### config.mk
export PLATFORM = sky130hd
export DESIGN_NAME = mem_arbiter
export DESIGN_NICKNAME = d
export VERILOG_FILES = /design/src/rtl/mem_arbiter.sv
export SDC_FILE = /design/constraint.sdc
export NUM_CORES = 1
export LEC_CHECK = 0
export ABC_CLOCK_PERIOD_IN_PS = 1800
export BUFFER_PORTS_ARGS = -buffer_cell sky130_fd_sc_hd__buf_2
export CORE_ASPECT_RATIO = 1.5
export CORE_MARGIN = 3
export CORE_UTILIZATION = 42
export DETAILED_ROUTE_END_ITERATION = 8
export PLACE_DENSITY = 0.8
export SYNTH_ARGS = -nofsm -noshare
export SYNTH_HDL_FRONTEND = slang
export SYNTH_SLANG_ARGS = --single-unit
### constraint.sdc
create_clock -name CLK -period 1.8 [get_ports CLK]
set_input_delay 0.18 -clock CLK [delete_from_list [all_inputs] [get_ports CLK]]
set_output_delay 0.18 -clock CLK [all_outputs]
set_load 0.005 [all_outputs]
### src/rtl/mem_arbiter.sv
// rtl/mem_arbiter.sv - single-port RAM arbiter, data access has priority over instruction fetch.
// Optional wait-timeout abort is enabled by defining MEM_ARB_TIMEOUT_EN.
module mem_arbiter #(
  parameter int          TIMEOUT  = 64,
  parameter logic [31:0] ERR_WORD = 32'hBAD1BAD1
) (
  input  logic        CLK,
  input  logic        nRST,
  input  logic        iREN,
  input  logic [31:0] iaddr,
  output logic        ihit,
  output logic [31:0] iload,
  input  logic        dREN,
  input  logic        dWEN,
  input  logic [31:0] daddr,
  input  logic [31:0] dstore,
  output logic        dhit,
  output logic [31:0] dload,
  output logic        ramREN,
  output logic        ramWEN,
  output logic [31:0] ramaddr,
  output logic [31:0] ramstore,
  input  logic [31:0] ramload,
  input  logic [1:0]  ramstate,
  output logic        err
);

  localparam logic [1:0] RAM_ACCESS = 2'd2;
  localparam logic [1:0] RAM_ERROR  = 2'd3;

  typedef enum logic [1:0] {IDLE, DACC, IACC} state_t;

  state_t      state, state_nxt;
  logic        ihit_nxt, dhit_nxt, ramREN_nxt, ramWEN_nxt, err_nxt;
  logic [31:0] iload_nxt, dload_nxt, ramaddr_nxt, ramstore_nxt;
  logic        expired;

`ifdef MEM_ARB_TIMEOUT_EN
  logic [31:0] wait_cnt, wait_cnt_nxt;

  assign expired = (wait_cnt + 32'd1) >= 32'(TIMEOUT);

  always_ff @(posedge CLK or negedge nRST) begin
    if (!nRST) wait_cnt <= '0;
    else       wait_cnt <= wait_cnt_nxt;
  end

  always_comb begin
    wait_cnt_nxt = wait_cnt;
    if (state == IDLE)
      wait_cnt_nxt = '0;
    else if (ramstate != RAM_ACCESS && ramstate != RAM_ERROR && !expired)
      wait_cnt_nxt = wait_cnt + 32'd1;
  end
`else
  // Without the counter an access never expires; TIMEOUT has no effect.
  assign expired = 1'b0 & (TIMEOUT < 0);
`endif

  always_ff @(posedge CLK or negedge nRST) begin
    if (!nRST) begin
      state    <= IDLE;
      ihit     <= 1'b0;
      dhit     <= 1'b0;
      iload    <= '0;
      dload    <= '0;
      ramREN   <= 1'b0;
      ramWEN   <= 1'b0;
      ramaddr  <= '0;
      ramstore <= '0;
      err      <= 1'b0;
    end else begin
      state    <= state_nxt;
      ihit     <= ihit_nxt;
      dhit     <= dhit_nxt;
      iload    <= iload_nxt;
      dload    <= dload_nxt;
      ramREN   <= ramREN_nxt;
      ramWEN   <= ramWEN_nxt;
      ramaddr  <= ramaddr_nxt;
      ramstore <= ramstore_nxt;
      err      <= err_nxt;
    end
  end

  always_comb begin
    state_nxt    = state;
    ihit_nxt     = 1'b0;
    dhit_nxt     = 1'b0;
    iload_nxt    = iload;
    dload_nxt    = dload;
    ramREN_nxt   = ramREN;
    ramWEN_nxt   = ramWEN;
    ramaddr_nxt  = ramaddr;
    ramstore_nxt = ramstore;
    err_nxt      = err;
    case (state)
      IDLE: begin
        // A requester's own hit cycle is masked: its enable is dropped on that edge.
        if ((dREN || dWEN) && !dhit) begin
          state_nxt    = DACC;
          ramaddr_nxt  = daddr;
          ramstore_nxt = dstore;
          ramWEN_nxt   = dWEN;
          ramREN_nxt   = !dWEN;
        end else if (iREN && !ihit) begin
          state_nxt   = IACC;
          ramaddr_nxt = iaddr;
          ramREN_nxt  = 1'b1;
          ramWEN_nxt  = 1'b0;
        end
      end
      DACC, IACC: begin
        if (ramstate == RAM_ACCESS || ramstate == RAM_ERROR || expired) begin
          state_nxt  = IDLE;
          ramREN_nxt = 1'b0;
          ramWEN_nxt = 1'b0;
          if (ramstate != RAM_ACCESS) err_nxt = 1'b1;
          if (state == DACC) begin
            dhit_nxt = 1'b1;
            if (ramstate != RAM_ACCESS) dload_nxt = ERR_WORD;
            else if (!ramWEN)           dload_nxt = ramload;
          end else begin
            ihit_nxt  = 1'b1;
            iload_nxt = (ramstate == RAM_ACCESS) ? ramload : ERR_WORD;
          end
        end
      end
      default: state_nxt = IDLE;
    endcase
  end

endmodule

==> reports/results.txt <==
Of all nets on the critical path, the largest fanout is 33. Synthesis produced a netlist with a net count of 556. Summing all multi-input logic gate instances after layout gives 2110 µm². The global routing stage identified its most utilized layer as met2. The congestion estimate from routability-driven global placement came to 0.845. Data on the critical path is required at its endpoint by 2.08 ns. The worst hold path begins at dstore[9]. Clock tree synthesis found a total of 135 sinks.

The H-tree generated during clock tree synthesis spans 4 levels. The finished cells cover 7970 µm². Data arrives at the worst endpoint at 2.01 ns. The flip-flop and latch count after synthesis is 135, and the final total power is 14,500 µW.

The cell sitting at the root of the clock tree is a sky130_fd_sc_hd__clkbuf_16. Setup slack closes at 0.0753 ns. Path category of the worst min-delay check: in2reg.

Dividing the detail-routed wire length by the instance count gives 16.8 µm. Via count of the first global-routing pass: 4,871. The tools report the buffer depth of the longest clock path as 2. For the standard-cell row count, the log shows 51.

The run finished with clean final reports. The placed instances occupy a cell area of 7220 µm². The final route contains 4,407 vias. Effective utilization at floorplan: 0.432. Compared with the post-synthesis result, the final layout area differs by 40.9%. Aggregate global-route resource usage: 0.197. The final antenna diode count came out at 0. The first global-routing pass estimated 23,500 µm of wire. For the fraction of met3 tracks used by global routing, the log shows 0.0521. The tightest slew margin relative to the limit was 0.511. Across the routed clock network, the largest skew measured is 0.00561 ns. Counting cells, the worst reg-to-reg path comes to 6. The average cell area after synthesis was 13.5 µm². The clock edge transition at the registers on the reported setup and hold paths works out to 0.06 ns. The layout cell share with drive strength beyond 1 came out at 0.579. Final-layout setup total negative slack: 0 ns. For the total clock buffers created by CTS, the log shows 17.

The count of input and output buffers was 267; the worst-skew pair later-pin latency was 0.40 ns. The analysis attributes to cell leakage a power of 0.00400 µW. The remaining number of nets flagged by the antenna check after routing is 0. The die is 148 µm tall.

268 I/O pins were placed. Summing every instance area after synthesis gives 5660 µm². In the routed layout, each cell is associated on average with a via count of 5.02.

The met2 layer usage reported by global route is 0.348. The startpoint of the worst register-to-register path is state[0]. Counting instances, the worst hold path has a depth of 2.

The met1 usage is 0.226, and the number of filler instances in the final layout is 1,014. Final-report max-slew violation count: 0. The tools report the number of remaining DRC errors as 0.

Setup violations remaining at the end of the flow were counted as 0. VDD sags by at most 0.778 mV. The share of the clock period used by the worst path after layout came out at 0.958.

The net count of the finished layout is 844. For this block, the routed nets add up to 14,800 µm of wire. Number of violations reported at the end of detailed-routing iteration 0: 111. For this run, the detailed router's first-pass iteration total came to 4. The startpoint class of the critical path is a flip-flop. Setup repair after global routing left no endpoint under its margin.

The critical path starts at state[0]. The worst setup path is of the reg2reg kind. For this run the aggregate overflow at the end of global routing stands at 0. For the timing-limited maximum frequency, the log shows 0.580 GHz. The tools report the number of endpoints with negative hold slack in the final report as 0.

TritonCTS built the clock tree. The tool flagged a number of max-cap violations equal to 0. The register area came out at 3380 µm². The initial antenna violation count came out at 0. The part of the Yosys area used for sequential elements was 0.597.

Power spread over the standard cell area amounts to 1810 nW/µm². The clock period minus final worst setup slack is 1.72 ns. The worst setup path is captured at a flip-flop. The core region is 13,100 µm². The overall die area was 14,900 µm²; the post-placement setup slack was 0.0639 ns.

Synthesis instantiated 32 different standard cells from the library. The logs give 66 for the largest net degree at the start of global routing and 0 for the count of synthesis-stage warnings from yosys. The horizontal die dimension is 101 µm, and the cell count after synthesis is 418. The slew of the pin with the lowest slew margin came out at 0.733 ns. Detailed placement HPWL: 10,800 µm.
==> cell families (layout without fill, tap and decap cells) <==
group / count (synthesis) / in the layout / share of synthesized area
DFF: 135 / 135 / 0.597
muxes: 97 / 97 / 0.212
AOI/OAI and AO/OA: 78 / 78 / 0.0971
and+or+nand+nor: 73 / 73 / 0.0529
buffers and inverters: 32 / 333 / 0.0341
adders and majority gates: 3 / 3 / 0.00664
==> cell usage after synthesis <==
| cell type | n | area, µm² |
|---|---|---|
| sky130_fd_sc_hd__o211ai_1 | 1 | 7.51 |
| sky130_fd_sc_hd__a21oi_1 | 2 | 10.0 |
| sky130_fd_sc_hd__nor2b_1 | 3 | 18.8 |
| sky130_fd_sc_hd__buf_2 | 11 | 55.1 |
| sky130_fd_sc_hd__buf_1 | 1 | 3.75 |
| sky130_fd_sc_hd__buf_6 | 2 | 22.5 |
| sky130_fd_sc_hd__or2_1 | 1 | 6.26 |
| sky130_fd_sc_hd__a21oi_2 | 1 | 8.76 |
| sky130_fd_sc_hd__o2bb2ai_1 | 16 | 140 |
| sky130_fd_sc_hd__a211o_1 | 1 | 8.76 |
| sky130_fd_sc_hd__mux2i_1 | 1 | 10.0 |
| sky130_fd_sc_hd__a2bb2oi_1 | 18 | 158 |
| sky130_fd_sc_hd__a2111oi_0 | 1 | 8.76 |
| sky130_fd_sc_hd__o21bai_1 | 1 | 7.51 |
| sky130_fd_sc_hd__clkbuf_1 | 10 | 37.5 |
| sky130_fd_sc_hd__o21a_1 | 1 | 7.51 |
| sky130_fd_sc_hd__a31o_2 | 2 | 17.5 |
| sky130_fd_sc_hd__nand2_1 | 46 | 173 |
| sky130_fd_sc_hd__buf_8 | 1 | 15.0 |
| sky130_fd_sc_hd__o21ai_0 | 33 | 165 |
| sky130_fd_sc_hd__nor2_1 | 18 | 67.6 |
| sky130_fd_sc_hd__buf_12 | 2 | 40.0 |
| sky130_fd_sc_hd__mux2_2 | 67 | 754 |
| sky130_fd_sc_hd__mux2_4 | 29 | 435 |
| sky130_fd_sc_hd__dfrtp_1 | 135 | 3380 |
| sky130_fd_sc_hd__nor3b_1 | 1 | 7.51 |
| sky130_fd_sc_hd__and2_1 | 1 | 6.26 |
| sky130_fd_sc_hd__ha_1 | 3 | 37.5 |
| sky130_fd_sc_hd__o211a_1 | 1 | 10.0 |
| sky130_fd_sc_hd__nand2b_1 | 2 | 12.5 |
| sky130_fd_sc_hd__nand3b_1 | 1 | 7.51 |
| sky130_fd_sc_hd__inv_1 | 5 | 18.8 |
==> final cells by class <==
type                            instances  share of cell area
Tap cell                              159              0.0250
Multi-Input combinational cell        251               0.265
Clock inverter                         14              0.0206
Timing Repair Buffer                  296               0.210
Inverter                                5             0.00235
Sequential cell                       135               0.424
Clock buffer                           18              0.0538
==> sequential cells by signal, summed over array words and instances, names as in the netlist <==
register / cells
dhit: 1
dload: 32
err: 1
ihit: 1
iload: 32
ramREN: 1
ramWEN: 1
ramaddr: 32
ramstore: 32
state: 2
==> per-stage QoR <==
step	hold slack, ns	util	instances
after detailed placement	0.169	0.552	831
final	0.0148	0.609	878
after floorplan	-0.116	-	418
after global routing	0.00329	0.609	878
after global placement	0.163	0.552	831
after CTS	0.000395	0.608	877
==> power breakdown <==
part | switching, µW | internal, µW | leakage (µW) | total, µW
Combinational | 2440 | 3180 | 0.00211 | 5620
Sequential | 830 | 4550 | 0.00160 | 5380
Clock | 1390 | 2080 | 0.000286 | 3470
==> critical path, stage by stage, from the launching register on <==
cell and delay (ns):
sky130_fd_sc_hd__dfrtp_1 0.41, sky130_fd_sc_hd__inv_1 0.08, sky130_fd_sc_hd__ha_2 0.18, sky130_fd_sc_hd__inv_1 0.08, sky130_fd_sc_hd__or2_2 0.33, sky130_fd_sc_hd__buf_12 0.19
sky130_fd_sc_hd__mux2_4 0.32
==> per-layer routing <==
metal / share of wire / up-vias
li1: - / 2048
met1: 0.38 / 2144
met2: 0.53 / 195
met3: 0.073 / 20
met4: 0.017 / 0
met5: 0 / -
==> cell usage in the layout, fill, tap and decap left out, drive strengths merged, types with 2 or more instances in the layout <==
master,count
bufinv,2
mux2,96
nor2b,3
dlygate4sd3,15
a2bb2oi,18
o2bb2ai,16
dfrtp,135
buf,281
o21ai,33
nor2,18
nand2b,2
clkinvlp,2
clkinv,4
ha,3
a31o,2
nand2,46
clkbuf,18
inv,11
a21oi,3
==> final timing paths <==
check	to	slack, ns
min in group asynchronous	dload[1]	0.31
max in group asynchronous	ramaddr[13]	0.80
worst min register to register	err	0.47
worst max register to register	ramstore[23]	0.08
worst max-delay path	ramstore[23]	0.08
worst min-delay path	ramstore[9]	0.01
==> what timing repair did <==
action,in CTS,in global routing
endpoints found under the hold margin,64,1
endpoints found under the setup margin,0,31
resized for setup,0,3
setup buffers,0,0
hold buffers,14,1
Power figures use the tool's default switching activity.
